## src/rtl/bfs_pkg.sv

```systemverilog
// Shared types and default widths for the BFS level sequencer.
package bfs_pkg;

    localparam int CNT_W_DEF = 32;
    localparam int LVL_W_DEF = 16;

    typedef enum logic [2:0] {
        ST_IDLE   = 3'd0,
        ST_SPMV   = 3'd1,
        ST_LG_RUN = 3'd2,
        ST_LG_REL = 3'd3,
        ST_CHECK  = 3'd4,
        ST_DONE   = 3'd5
    } state_t;

endpackage

```

## src/rtl/bfs_sat_accum.sv

```systemverilog
// Saturating accumulator: clear wins over add, sum sticks at all-ones.
module bfs_sat_accum
    import bfs_pkg::*;
#(
    parameter int W = CNT_W_DEF
) (
    input  logic         clk,
    input  logic         reset,
    input  logic         clr,
    input  logic         add_en,
    input  logic [W-1:0] add_val,
    output logic [W-1:0] sum
);

    logic [W-1:0] sum_q, sum_d;
    logic [W:0]   sum_wide;

    always_comb begin
        sum_wide = {1'b0, sum_q} + {1'b0, add_val};
        sum_d    = sum_q;
        if (clr) begin
            sum_d = '0;
        end else if (add_en) begin
            sum_d = sum_wide[W] ? {W{1'b1}} : sum_wide[W-1:0];
        end
    end

    always_ff @(posedge clk or posedge reset) begin
        if (reset) begin
            sum_q <= '0;
        end else begin
            sum_q <= sum_d;
        end
    end

    assign sum = sum_q;

endmodule

```

## src/rtl/bfs_level_sequencer.sv

```systemverilog
// BFS iteration controller: runs SpMV then level generation per level until
// a level adds no vertices or the level limit is reached.
//
// state  | meaning
// IDLE   | waiting for io_start; stats from the last run stay readable
// SPMV   | frontier expansion running, waiting for spmv_done
// LG_RUN | lg_start held, waiting for lg_finished, then capture write count
// LG_REL | lg_start dropped, waiting for level generator to go idle
// CHECK  | bump level, accumulate, decide converge / limit / next level
// DONE   | io_done held until io_start is released
module bfs_level_sequencer
    import bfs_pkg::*;
#(
    parameter int CNT_W = CNT_W_DEF,
    parameter int LVL_W = LVL_W_DEF
) (
    input  logic             clk,
    input  logic             reset,
    input  logic             io_start,
    input  logic [CNT_W-1:0] io_vertexCount,
    input  logic [LVL_W-1:0] io_maxLevels,
    output logic             io_busy,
    output logic             io_done,
    output logic             io_limitHit,
    output logic [LVL_W-1:0] io_levelCount,
    output logic [CNT_W-1:0] io_totalVisited,
    output logic [CNT_W-1:0] io_lastFrontier,
    output logic             spmv_start,
    input  logic             spmv_done,
    output logic             lg_start,
    output logic [CNT_W-1:0] lg_bitCount,
    input  logic             lg_finished,
    input  logic [CNT_W-1:0] lg_writeCount
);

    state_t           state_q, state_d;
    logic [CNT_W-1:0] bit_count_q, bit_count_d;
    logic [LVL_W-1:0] max_levels_q, max_levels_d;
    logic [LVL_W-1:0] level_count_q, level_count_d;
    logic [CNT_W-1:0] last_frontier_q, last_frontier_d;
    logic             limit_hit_q, limit_hit_d;
    logic [LVL_W-1:0] level_inc;
    logic             accum_clr;
    logic             accum_add;

    assign level_inc = level_count_q + {{(LVL_W-1){1'b0}}, 1'b1};

    always_comb begin
        state_d         = state_q;
        bit_count_d     = bit_count_q;
        max_levels_d    = max_levels_q;
        level_count_d   = level_count_q;
        last_frontier_d = last_frontier_q;
        limit_hit_d     = limit_hit_q;
        accum_clr       = 1'b0;
        accum_add       = 1'b0;
        spmv_start      = 1'b0;

        unique case (state_q)
            ST_IDLE: begin
                if (io_start) begin
                    bit_count_d     = io_vertexCount;
                    max_levels_d    = io_maxLevels;
                    level_count_d   = '0;
                    last_frontier_d = '0;
                    limit_hit_d     = 1'b0;
                    accum_clr       = 1'b1;
                    spmv_start      = 1'b1;
                    state_d         = ST_SPMV;
                end
            end
            ST_SPMV: begin
                if (spmv_done) begin
                    state_d = ST_LG_RUN;
                end
            end
            ST_LG_RUN: begin
                // Write count is only valid here; a restart clears it.
                if (lg_finished) begin
                    last_frontier_d = lg_writeCount;
                    state_d         = ST_LG_REL;
                end
            end
            ST_LG_REL: begin
                if (!lg_finished) begin
                    state_d = ST_CHECK;
                end
            end
            ST_CHECK: begin
                level_count_d = level_inc;
                accum_add     = 1'b1;
                if (last_frontier_q == '0) begin
                    limit_hit_d = 1'b0;
                    state_d     = ST_DONE;
                end else if ((max_levels_q != '0) && (level_inc == max_levels_q)) begin
                    limit_hit_d = 1'b1;
                    state_d     = ST_DONE;
                end else begin
                    spmv_start = 1'b1;
                    state_d    = ST_SPMV;
                end
            end
            ST_DONE: begin
                if (!io_start) begin
                    state_d = ST_IDLE;
                end
            end
            default: state_d = ST_IDLE;
        endcase
    end

    always_ff @(posedge clk or posedge reset) begin
        if (reset) begin
            state_q         <= ST_IDLE;
            bit_count_q     <= '0;
            max_levels_q    <= '0;
            level_count_q   <= '0;
            last_frontier_q <= '0;
            limit_hit_q     <= 1'b0;
        end else begin
            state_q         <= state_d;
            bit_count_q     <= bit_count_d;
            max_levels_q    <= max_levels_d;
            level_count_q   <= level_count_d;
            last_frontier_q <= last_frontier_d;
            limit_hit_q     <= limit_hit_d;
        end
    end

    bfs_sat_accum #(.W(CNT_W)) u_total (
        .clk     (clk),
        .reset   (reset),
        .clr     (accum_clr),
        .add_en  (accum_add),
        .add_val (last_frontier_q),
        .sum     (io_totalVisited)
    );

    assign io_busy         = (state_q == ST_SPMV) || (state_q == ST_LG_RUN) ||
                             (state_q == ST_LG_REL) || (state_q == ST_CHECK);
    assign io_done         = (state_q == ST_DONE);
    assign io_limitHit     = limit_hit_q;
    assign io_levelCount   = level_count_q;
    assign io_lastFrontier = last_frontier_q;
    assign lg_start        = (state_q == ST_LG_RUN);
    assign lg_bitCount     = bit_count_q;

endmodule

```

## config.mk

```make
export PLATFORM = sky130hd
export DESIGN_NAME = bfs_level_sequencer
export DESIGN_NICKNAME = d
export VERILOG_FILES = /design/src/rtl/bfs_pkg.sv /design/src/rtl/bfs_sat_accum.sv /design/src/rtl/bfs_level_sequencer.sv
export SDC_FILE = /design/constraint.sdc
export NUM_CORES = 1
export LEC_CHECK = 0
export CORE_UTILIZATION = 53
export DETAILED_ROUTE_END_ITERATION = 12
export PLACE_DENSITY = 0.85
export REMOVE_ABC_BUFFERS = 1
export SYNTH_ARGS = -nofsm -noshare
export SYNTH_HDL_FRONTEND = slang
export SYNTH_SLANG_ARGS = --single-unit
export TNS_END_PERCENT = 50
```

## constraint.sdc

```tcl
create_clock -name clk -period 7.4 [get_ports clk]
set_clock_uncertainty 0.1 [all_clocks]
set_input_delay 1.48 -clock clk [delete_from_list [all_inputs] [get_ports clk]]
set_output_delay 1.48 -clock clk [all_outputs]
set_load 0.01 [all_outputs]
```

Word level (Yosys, flattened, before mapping)
Index checks and enable logic that the tools add are counted.
{"block": "word_totals", "regBits": 132, "in_bits": 85, "out_inout_bits": 117, "elab_cells": 62}
{"block": "classes", "addsub": 2, "n_eq_ne": 12, "mux": 26, "reduce_logical": 15}
{"op": "$mux W32", "count": 5}
{"op": "$pmux W32 S2", "count": 1}
{"op": "$add A32 B32 Y33", "count": 1}
{"op": "$logic_not A32 Y1", "count": 1}
{"op": "$pmux W16 S2", "count": 1}
{"op": "$mux W3", "count": 7}
{"op": "$pmux W3 S6", "count": 1}
{"op": "$add A16 B1 Y16 const B", "count": 1}
{"op": "$eq A16 B16 Y1", "count": 1}
{"op": "$mux W16", "count": 1}
{"op": "$reduce_bool A16 Y1", "count": 1}
{"op": "$mux W1", "count": 8}
{"op": "$ne A2 B2 Y1 const B", "count": 4}
{"op": "$eq A3 B2 Y1 const B", "count": 2}
{"op": "$eq A3 B3 Y1 const B", "count": 2}
{"op": "$reduce_and A3 Y1", "count": 2}
{"op": "$reduce_bool A2 Y1", "count": 3}
{"op": "$reduce_and A5 Y1", "count": 1}
{"op": "$pmux W1 S2", "count": 2}
{"op": "$reduce_and A2 Y1", "count": 2}
{"op": "$eq A3 B1 Y1 const B", "count": 1}
{"op": "$logic_not A3 Y1", "count": 1}
{"op": "$logic_or A1 B1 Y1", "count": 3}
{"op": "$ne A3 B3 Y1 const B", "count": 1}
{"op": "other kinds (2)", "count": 2}

Longest topological paths before layout
Gate-level depths: netlist of run 1.
{"block": "logic_depth", "depth_word": 6, "mapped_depth": 11, "depth_no_buf": 10}

Cells and area by module
A second synthesis of run 1 with hierarchy kept.
{"block": "hier_totals", "cells_unflattened": 815, "area_unflattened_um2": 7851.3}
{"module": "bfs_level_sequencer", "n_inst": 1, "cells_per_inst": 467, "area_each_um2": 4855.9}
{"module": "bfs_sat_accum", "n_inst": 1, "cells_per_inst": 348, "area_each_um2": 2995.4}

Least setup slack after synthesis of run 1
No wires, ideal clock.
{"block": "synth_timing", "kind": "flip-flop to output port", "from": "register level_count_q[0] (netlist: io_levelCount[0])", "to": "output spmv_start", "t_arrival_ns": 2.512, "setup_slack_ns": 3.308, "stages_incl_launch_ff": 10, "path_buffers": 0, "cell_sequence": "dfrtp_1 ha_1 nand4_1 nor4_1 nand3_1 xor2_1 xnor2_1 or3_1 o31ai_1 o21ai_0"}
{"block": "synth_between", "elab_chain_cells": 6}
{"element": "start, declared", "line_no": "bfs_level_sequencer.sv:39", "rtl": "logic [LVL_W-1:0] level_count_q, level_count_d;"}
{"element": "start signal, assigned", "line_no": "bfs_level_sequencer.sv:124", "rtl": "level_count_q <= level_count_d;"}
{"element": "$add A16 B1 Y16", "line_no": "bfs_level_sequencer.sv:46", "rtl": "assign level_inc = level_count_q + {{(LVL_W-1){1'b0}}, 1'b1};"}
{"element": "$eq A16 B16 Y1", "line_no": "bfs_level_sequencer.sv:95", "rtl": "end else if ((max_levels_q != '0) && (level_inc == max_levels_q)) begin"}
{"element": "$logic_and A1 B1 Y1", "line_no": "bfs_level_sequencer.sv:95"}
{"element": "$mux W1", "line_no": "bfs_level_sequencer.sv:95"}
{"element": "$mux W1", "line_no": "bfs_level_sequencer.sv:92", "rtl": "if (last_frontier_q == '0) begin"}
{"element": "$pmux W1 S2", "line_no": "bfs_level_sequencer.sv:59", "rtl": "unique case (state_q)"}
{"element": "end, declared", "line_no": "bfs_level_sequencer.sv:28", "rtl": "output logic spmv_start,"}
Every way passes these cells.

Final worst setup path of run 1
Ends and elaborated chain as after synthesis.

==> results.tsv, run 1 <==
stage	metric	value	unit
clock_network	CTS Buffer Depth	2	
flow_run	Max Cap Viol	0	
floorplanning	die height	122	µm
clock_network	Clock Latency Late Sink	430	ps
worst_setup_path	Critical Path Sink	spmv_start	
placed_design	pre-CTS setup slack	2520	ps
route	DRT antenna net count	0	
sta	Final min period	5400	ps
synthesis	FFs w/ async S/R, synth	100	%
worst_setup_path	worst setup path start	io_levelCount[0]$_DFFE_PP0P_	
floorplanning	row cnt	43	
route	WL/cell	16.4	µm
clock_network	Post-CTS Hold Buffers	0	
worst_setup_path	crit-path max FO	7	
synthesis	largest family of logic cells by synthesized area	simple AND/OR/NAND/NOR gates	
worst_setup_path	critical path launch point type	register	
synthesis	Avg Cell Area, Syn	8.41	µm²
sta	measured slew at the worst slew-check pin	1340	ps
floorplanning	total die area	14800	µm²
min_path	Hold WC Path Type	reg -> reg	
worst_setup_path	Critical Path Max Stage Delay	550	ps
global_routing	first-pass GRT wire length	34600	µm
layout	ant diodes	0	
sta	Final WS setup	2000	ps
layout	Final Cell Area	10300	µm²
synthesis	sequential fraction of the synthesis area	43.6	%
synthesis	Yosys cell types	60	
sta	fmax	185	MHz
sta	setup violators final	0	
clock_network	CTS-repair resized insts	0	
pwr	pwr dens	407	nW/µm²
pwr	leakage	4.61	nW
layout	commonest cells after routing, fill and taps aside	243 x nand2_1, 201 x clkdlybuf4s50_1, 132 x dfrtp_1	
layout	commonest non-fill, non-tap cell in the layout	nand2_1	
synthesis	ys flop type	dfrtp_1	
synthesis	xor and xnor area share after synthesis	5.67	%
placed_design	post-placement cell area	9690	µm²
synthesis	Synth Area in Simple Gates	22.6	%
route	Initial DRC Count	535	
synthesis	post-synthesis instance total	901	
run_status	outcome	finished clean	
sta	Max Slew Vio Count	0	
worst_setup_path	FF-to-FF Start	io_lastFrontier[16]$_DFFE_PP0P_	
worst_setup_path	Reg2Reg Setup Slack	4010	ps
placed_design	GPL Wtd Cong	0.946	
worst_setup_path	Worst path slowest cell	nor4_1	
global_routing	largest net degree at the start of global routing	78	
route	DRC Markers	0	
sta	RSZ-0062 raised after global routing	false	
clock_network	Worst-path clk slew	60	ps
synthesis	Synth Register Bits	132	
pwr	worst vdd ir	0.000258	V
worst_setup_path	critical path arrival	3820	ps
worst_setup_path	R2R depth	10	
clock_network	Post-CTS Setup Inserts	0	
worst_setup_path	Worst setup EP type	primary output	
sta	relative slew slack	10.4	%
clock_network	Clock Tree Root	clkbuf_16	
synthesis	Synth Area in Adders	5.72	%
layout	nets	1201	
worst_setup_path	Req. time, crit path	5820	ps
floorplanning	core area	13900	µm²
sta	Setup Total Neg Slack	0	ps
route	via count	7358	
placed_design	dpl hpwl	14700	µm
floorplanning	Die X	122	µm
clock_network	clk sink count	132	
worst_setup_path	Crit Path Class	reg -> out	
route	Post-Route WL	20900	µm
sta	Final Hold Viols	0	
synthesis	Synth Area in Compound Gates	18.9	%
global_routing	initial antenna violation count	0	
clock_network	H-tree levels	4	
layout	P&R area growth vs syn	36.4	%
global_routing	overall routing resource usage	30.1	%
synthesis	EDFF count, synth	0	
route	drt via density	5.77	
global_routing	vias in the first global route	6938	
synthesis	Synth Cell Area	7570	µm²
layout	Filler Cell Count	1010	
route	DRT Pass-1 Iters	5	
sta	Final period util	72.9	%
clock_network	Num CTS Buffers	17	
worst_setup_path	Critical Path, Cell by Cell	ha_1 > nand4_1 > nor4_1 > nand3_1 > xor2_1 > xnor2_1 > or3_1 > o31ai_1 > o21ai_0 > clkdlybuf4s50_1	
placed_design	IO buf count	201	
clock_network	CTS tree	yes	
floorplanning	Initial Util	54.4	%
synthesis	mux share of post-synthesis cell area	0.396	%
worst_setup_path	RR Endpoint	u_total.sum[20]$_DFFE_PP0P_	
floorplanning	I/O Pins	202	
pwr	Total Power	4.21	mW
global_routing	grt total ovfl	0	
layout	share of cells above drive strength 1	5.21	%
synthesis	Synthesis Warnings	0	
==> worst min-delay path by stage <==
stage,start,end,cells past startpoint
final,lg_bitCount[4]$_DFFE_PP0P_,lg_bitCount[4]$_DFFE_PP0P_,2
after global routing,lg_bitCount[22]$_DFFE_PP0P_,lg_bitCount[22]$_DFFE_PP0P_,2
after CTS,lg_bitCount[9]$_DFFE_PP0P_,lg_bitCount[9]$_DFFE_PP0P_,2
after detailed placement,lg_bitCount[9]$_DFFE_PP0P_,lg_bitCount[9]$_DFFE_PP0P_,2
after global placement,lg_bitCount[29]$_DFFE_PP0P_,lg_bitCount[29]$_DFFE_PP0P_,2
after floorplan,max_levels_q[0]$_DFFE_PP0P_,max_levels_q[0]$_DFFE_PP0P_,2
==> area by class of cell <==
| cell class | count | area [µm²] | share of cell area, % |
|---|---|---|---|
| Tap cell | 180 | 225 | 2.18 |
| Timing Repair Buffer | 207 | 2060 | 19.9 |
| Inverter | 15 | 58.8 | 0.569 |
| Multi-Input combinational cell | 709 | 4040 | 39.2 |
| Sequential cell | 132 | 3300 | 32.0 |
| Clock buffer | 18 | 439 | 4.25 |
| Clock inverter | 14 | 200 | 1.94 |
==> synth_stat cells, drive strengths merged (3+ instances only) <==
cell	instances	area share (%)
nand3	16	1.2
or2	3	0.25
a21oi	76	5.1
xnor2	29	3.4
nand2b	7	0.58
and2	8	0.66
o31ai	8	0.79
ha	33	5.5
xor2	20	2.3
nand2	243	12
a31oi	28	2.3
clkbuf	45	2.4
nor2	44	2.2
o21ai	78	5.2
and3	9	0.76
mux2i	3	0.40
o211ai	6	0.59
nand4	12	1.2
or3	6	0.50
a211oi	3	0.30
inv	15	0.74
nor2b	5	0.41
a21boi	4	0.40
a21o	6	0.59
nor4	15	1.2
nor3	7	0.53
o21bai	5	0.50
o21a	3	0.30
dfrtp	132	44
==> metal layers <==
metal / up-vias / global-route usage (%) / part of all wire (%)
met5: - / 0 / 0
met4: 0 / 12.2 / 3.0
met3: 46 / 8.10 / 7.0
met2: 292 / 48.5 / 48
met1: 3495 / 38.5 / 42
li1: 3525 / - / -
==> worst max-delay path: cells and delay by family (launching register included) <==
family	cells	cell delay [ps]
and+or+nand+nor	4	1280
AOI/OAI and AO/OA	2	430
adders and majority gates	1	290
xor gates and xnor gates	2	380
DFF	1	460
buffers and inverters	1	540
==> logic make-up after synthesis <==
group,count (synthesis)
buf+inv,60
compound gates,241
fa+ha+maj,34
mux,3
simple gates,382
xor+xnor,49
flops,132
==> through the flow <==
stage | instances | util (%) | hold slack [ps]
2_1_floorplan | 856 | - | 388
3_3_place_gp | 1243 | 69.5 | 357
3_5_place_dp | 1243 | 69.5 | 362
4_1_cts | 1275 | 74.1 | 377
5_1_grt | 1275 | 74.1 | 399
6_report | 1275 | 74.1 | 374
==> sequential cells by signal, summed over array words and instances (netlist names) <==
signal	cells
io_levelCount	16
max_levels_q	16
io_lastFrontier	32
lg_bitCount	32
io_limitHit	1
u_total.sum	32
state_q	3
==> power by group <==
group	internal (mW)	switching (mW)	total, mW
clock	0.576	0.341	0.917
combinational	0.938	1.06	2.00
sequential	1.01	0.288	1.29
No activity file was read; power rests on OpenSTA's default activity.
==> run 2: changes to the inputs <==
--- a/config.mk
+++ b/config.mk
@@ -5,9 +5,9 @@
 export SDC_FILE = /design/constraint.sdc
 export NUM_CORES = 1
 export LEC_CHECK = 0
-export CORE_UTILIZATION = 53
+export CORE_UTILIZATION = 45
 export DETAILED_ROUTE_END_ITERATION = 12
-export PLACE_DENSITY = 0.85
+export PLACE_DENSITY = 0.77
 export REMOVE_ABC_BUFFERS = 1
 export SYNTH_ARGS = -nofsm -noshare
 export SYNTH_HDL_FRONTEND = slang
==> constraint.sdc (replaced) <==
create_clock -name clk -period 4.4 [get_ports clk]
set_clock_uncertainty 0.1 [all_clocks]
set_input_delay 0.88 -clock clk [delete_from_list [all_inputs] [get_ports clk]]
set_output_delay 0.88 -clock clk [all_outputs]
set_load 0.01 [all_outputs]
==> run 2 against run 1 <==
Non-clock buffer count up 6. Final area up 0.91%. First-iteration DRC count fell by 20%. Setup slack worse by 1600 ps. Clock power rose by 53%. Critical endpoint unchanged. Largest cell class unchanged. Highest routed layer unchanged.
==> results.tsv, run 2 (synthesis gave the netlist of run 1 again) <==
stage	metric	value	unit
run_status	outcome	finished clean	
layout	Finished Core Util	63.1	%
floorplanning	core area	16500	µm²
layout	Final Cell Area	10400	µm²
route	Initial DRC Count	427	
route	drt via density	5.42	
placed_design	IO buf count	201	
global_routing	initial antenna violation count	0	
global_routing	grt total ovfl	0	
pwr	NetSw	2.80	mW
worst_setup_path	critical path launch point type	register	
min_path	Hold WC Path Type	reg -> reg	
global_routing	largest net degree at the start of global routing	78	
clock_network	CTS Buffer Depth	2	
route	WL/cell	15.9	µm
worst_setup_path	Worst setup EP type	primary output	
sta	measured slew at the worst slew-check pin	1240	ps
sta	fmax	251	MHz
sta	setup violators final	0	
route	Post-Route WL	20900	µm
route	DRC Markers	0	
sta	Final Hold Viols	0	
sta	hold_ws	370	ps
global_routing	vias in the first global route	6778	
placed_design	GPL Wtd Cong	0.949	
worst_setup_path	Req. time, crit path	3420	ps
sta	Max Slew Vio Count	0	
clock_network	Worst-path clk slew	60	ps
clock_network	H-tree levels	4	
route	DRT Pass-1 Iters	5	
global_routing	overall routing resource usage	24.7	%
pwr	switching fraction of total power	40.5	%
floorplanning	Initial Util	45.8	%
flow_run	Max Cap Viol	0	
worst_setup_path	crit-path max FO	7	
placed_design	Cells after DPL	1286	
floorplanning	Die X	132	µm
sta	Final min period	3990	ps
layout	ant diodes	0	
worst_setup_path	critical path arrival	3010	ps
clock_network	Clock Latency Late Sink	420	ps
pwr	cell-internal power	4.12	mW
pwr	clock group share of total power	20.2	%
floorplanning	die height	132	µm
worst_setup_path	Crit Path Class	reg -> out	
floorplanning	I/O Pins	202	
placed_design	dpl hpwl	14800	µm
floorplanning	row cnt	47	
layout	Filler Cell Count	1371	
clock_network	Num CTS Buffers	17	
clock_network	Clock Tree Root	clkbuf_16	
layout	post-route insts no fill	1320	
clock_network	clk sink count	132	
layout	nets	1207	
sta	RSZ-0062 raised after global routing	false	
clock_network	CTS tree	yes	
pwr	pwr dens	664	nW/µm²
floorplanning	total die area	17400	µm²
layout	commonest cells after routing, fill and taps aside	243 x nand2_1, 200 x clkdlybuf4s50_1, 128 x dfrtp_1	
pwr	worst vdd ir	0.000329	V
layout	P&R area growth vs syn	37.6	%
route	via count	7153	
pwr	Comb pwr share	48.4	%
layout	commonest non-fill, non-tap cell in the layout	nand2_1	
sta	Final period util	90.7	%
pwr	leakage	4.63	nW
sta	relative slew slack	17.3	%
pwr	Sequential Power Share	31.4	%
layout	share of cells above drive strength 1	6.36	%
placed_design	post-placement cell area	9770	µm²
route	DRT antenna net count	0	
global_routing	first-pass GRT wire length	34300	µm
-- run 2: cell types whose count changed in the layout (fill, tap and decap cells not counted), sizes merged --
cell,previous run,this run
buf,6,12
bufinv,4,2
clkinv,4,6
inv,18,16
clkbuf,18,19
clkdlybuf4s50,201,200
dlymetal6s2s,0,1
-- run 2: layer usage --
layer,track usage [%],up-vias,routed length (µm)
li1,-,3528,-
met4,8.59,0,396
met2,41.2,229,10100
met3,6.46,32,1210
met1,31.1,3364,9260
met5,0,-,0
-- run 2: final cells by class --
| cell class | instances | area, µm² | share of cell area (%) |
|---|---|---|---|
| clock inverters | 12 | 133 | 1.27 |
| inverters | 15 | 58.8 | 0.564 |
| repair buffers | 213 | 2120 | 20.3 |
| well taps | 220 | 275 | 2.64 |
| flip-flops and latches | 132 | 3310 | 31.7 |
| clock buffers | 19 | 443 | 4.25 |
| multi-input cells | 709 | 4090 | 39.2 |
-- run 2: power by group through the flow --
stage / clock network, mW / registers, mW / logic, mW
floorplan: 0 / 2.28 / 1.74
global placement: 0 / 2.18 / 3.28
detailed placement: 0 / 2.19 / 3.33
CTS: 1.42 / 2.17 / 3.35
global route: 1.48 / 2.24 / 3.71
finish: 1.40 / 2.17 / 3.35
-- run 2: worst paths after layout --
| check | from | to | slack [ps] | depth (start not counted) |
|---|---|---|---|---|
| min in group asynchronous | reset | lg_bitCount[1]$_DFFE_PP0P_ | 860 | 2 |
| worst min register to register | lg_bitCount[26]$_DFFE_PP0P_ | lg_bitCount[26]$_DFFE_PP0P_ | 370 | 2 |
| max in group asynchronous | reset | u_total.sum[31]$_DFFE_PP0P_ | 2520 | 3 |
| worst min-delay path | lg_bitCount[26]$_DFFE_PP0P_ | lg_bitCount[26]$_DFFE_PP0P_ | 370 | 2 |
| worst max-delay path | io_levelCount[0]$_DFFE_PP0P_ | spmv_start | 410 | 10 |
| worst max register to register | io_lastFrontier[16]$_DFFE_PP0P_ | u_total.sum[10]$_DFFE_PP0P_ | 1270 | 9 |
-- run 2: worst max-delay path, cell delays in order, from the launching register on --
cell and delay [ps]:
dfrtp_2 430, ha_4 190, nand4_1 170, nor4_2 360, nand3_1 160, xor2_2 190, xnor2_1 140, or3_1 410
o31ai_4 200, o21ai_1 130, dlymetal6s2s_1 190
-- run 2: stage by stage --
| step | power [mW] | setup TNS [ps] | setup WS [ps] |
|---|---|---|---|
| 2_1_floorplan | 4.02 | -79950 | -1960 |
| 3_3_place_gp | 5.45 | 0 | 478 |
| 3_5_place_dp | 5.52 | 0 | 420 |
| 4_1_cts | 6.94 | 0 | 3.00 |
| 5_1_grt | 7.43 | 0 | 257 |
| 6_report | 6.92 | 0 | 409 |
-- run 2: timing repair --
item	in CTS	in global routing
resized for setup	2	11
endpoints found under the setup margin	1	1
pin swaps	0	1
setup buffers	0	3
hold buffers	0	0
==> run 3: changes to the inputs <==
--- a/config.mk
+++ b/config.mk
@@ -9,6 +9,7 @@
 export DETAILED_ROUTE_END_ITERATION = 12
 export PLACE_DENSITY = 0.77
 export REMOVE_ABC_BUFFERS = 1
+export SLEW_MARGIN = 5
 export SYNTH_ARGS = -nofsm -noshare
 export SYNTH_HDL_FRONTEND = slang
 export SYNTH_SLANG_ARGS = --single-unit
==> results of run 3 <==
The final DEF is identical to that of run 2; final timing and power are the same.
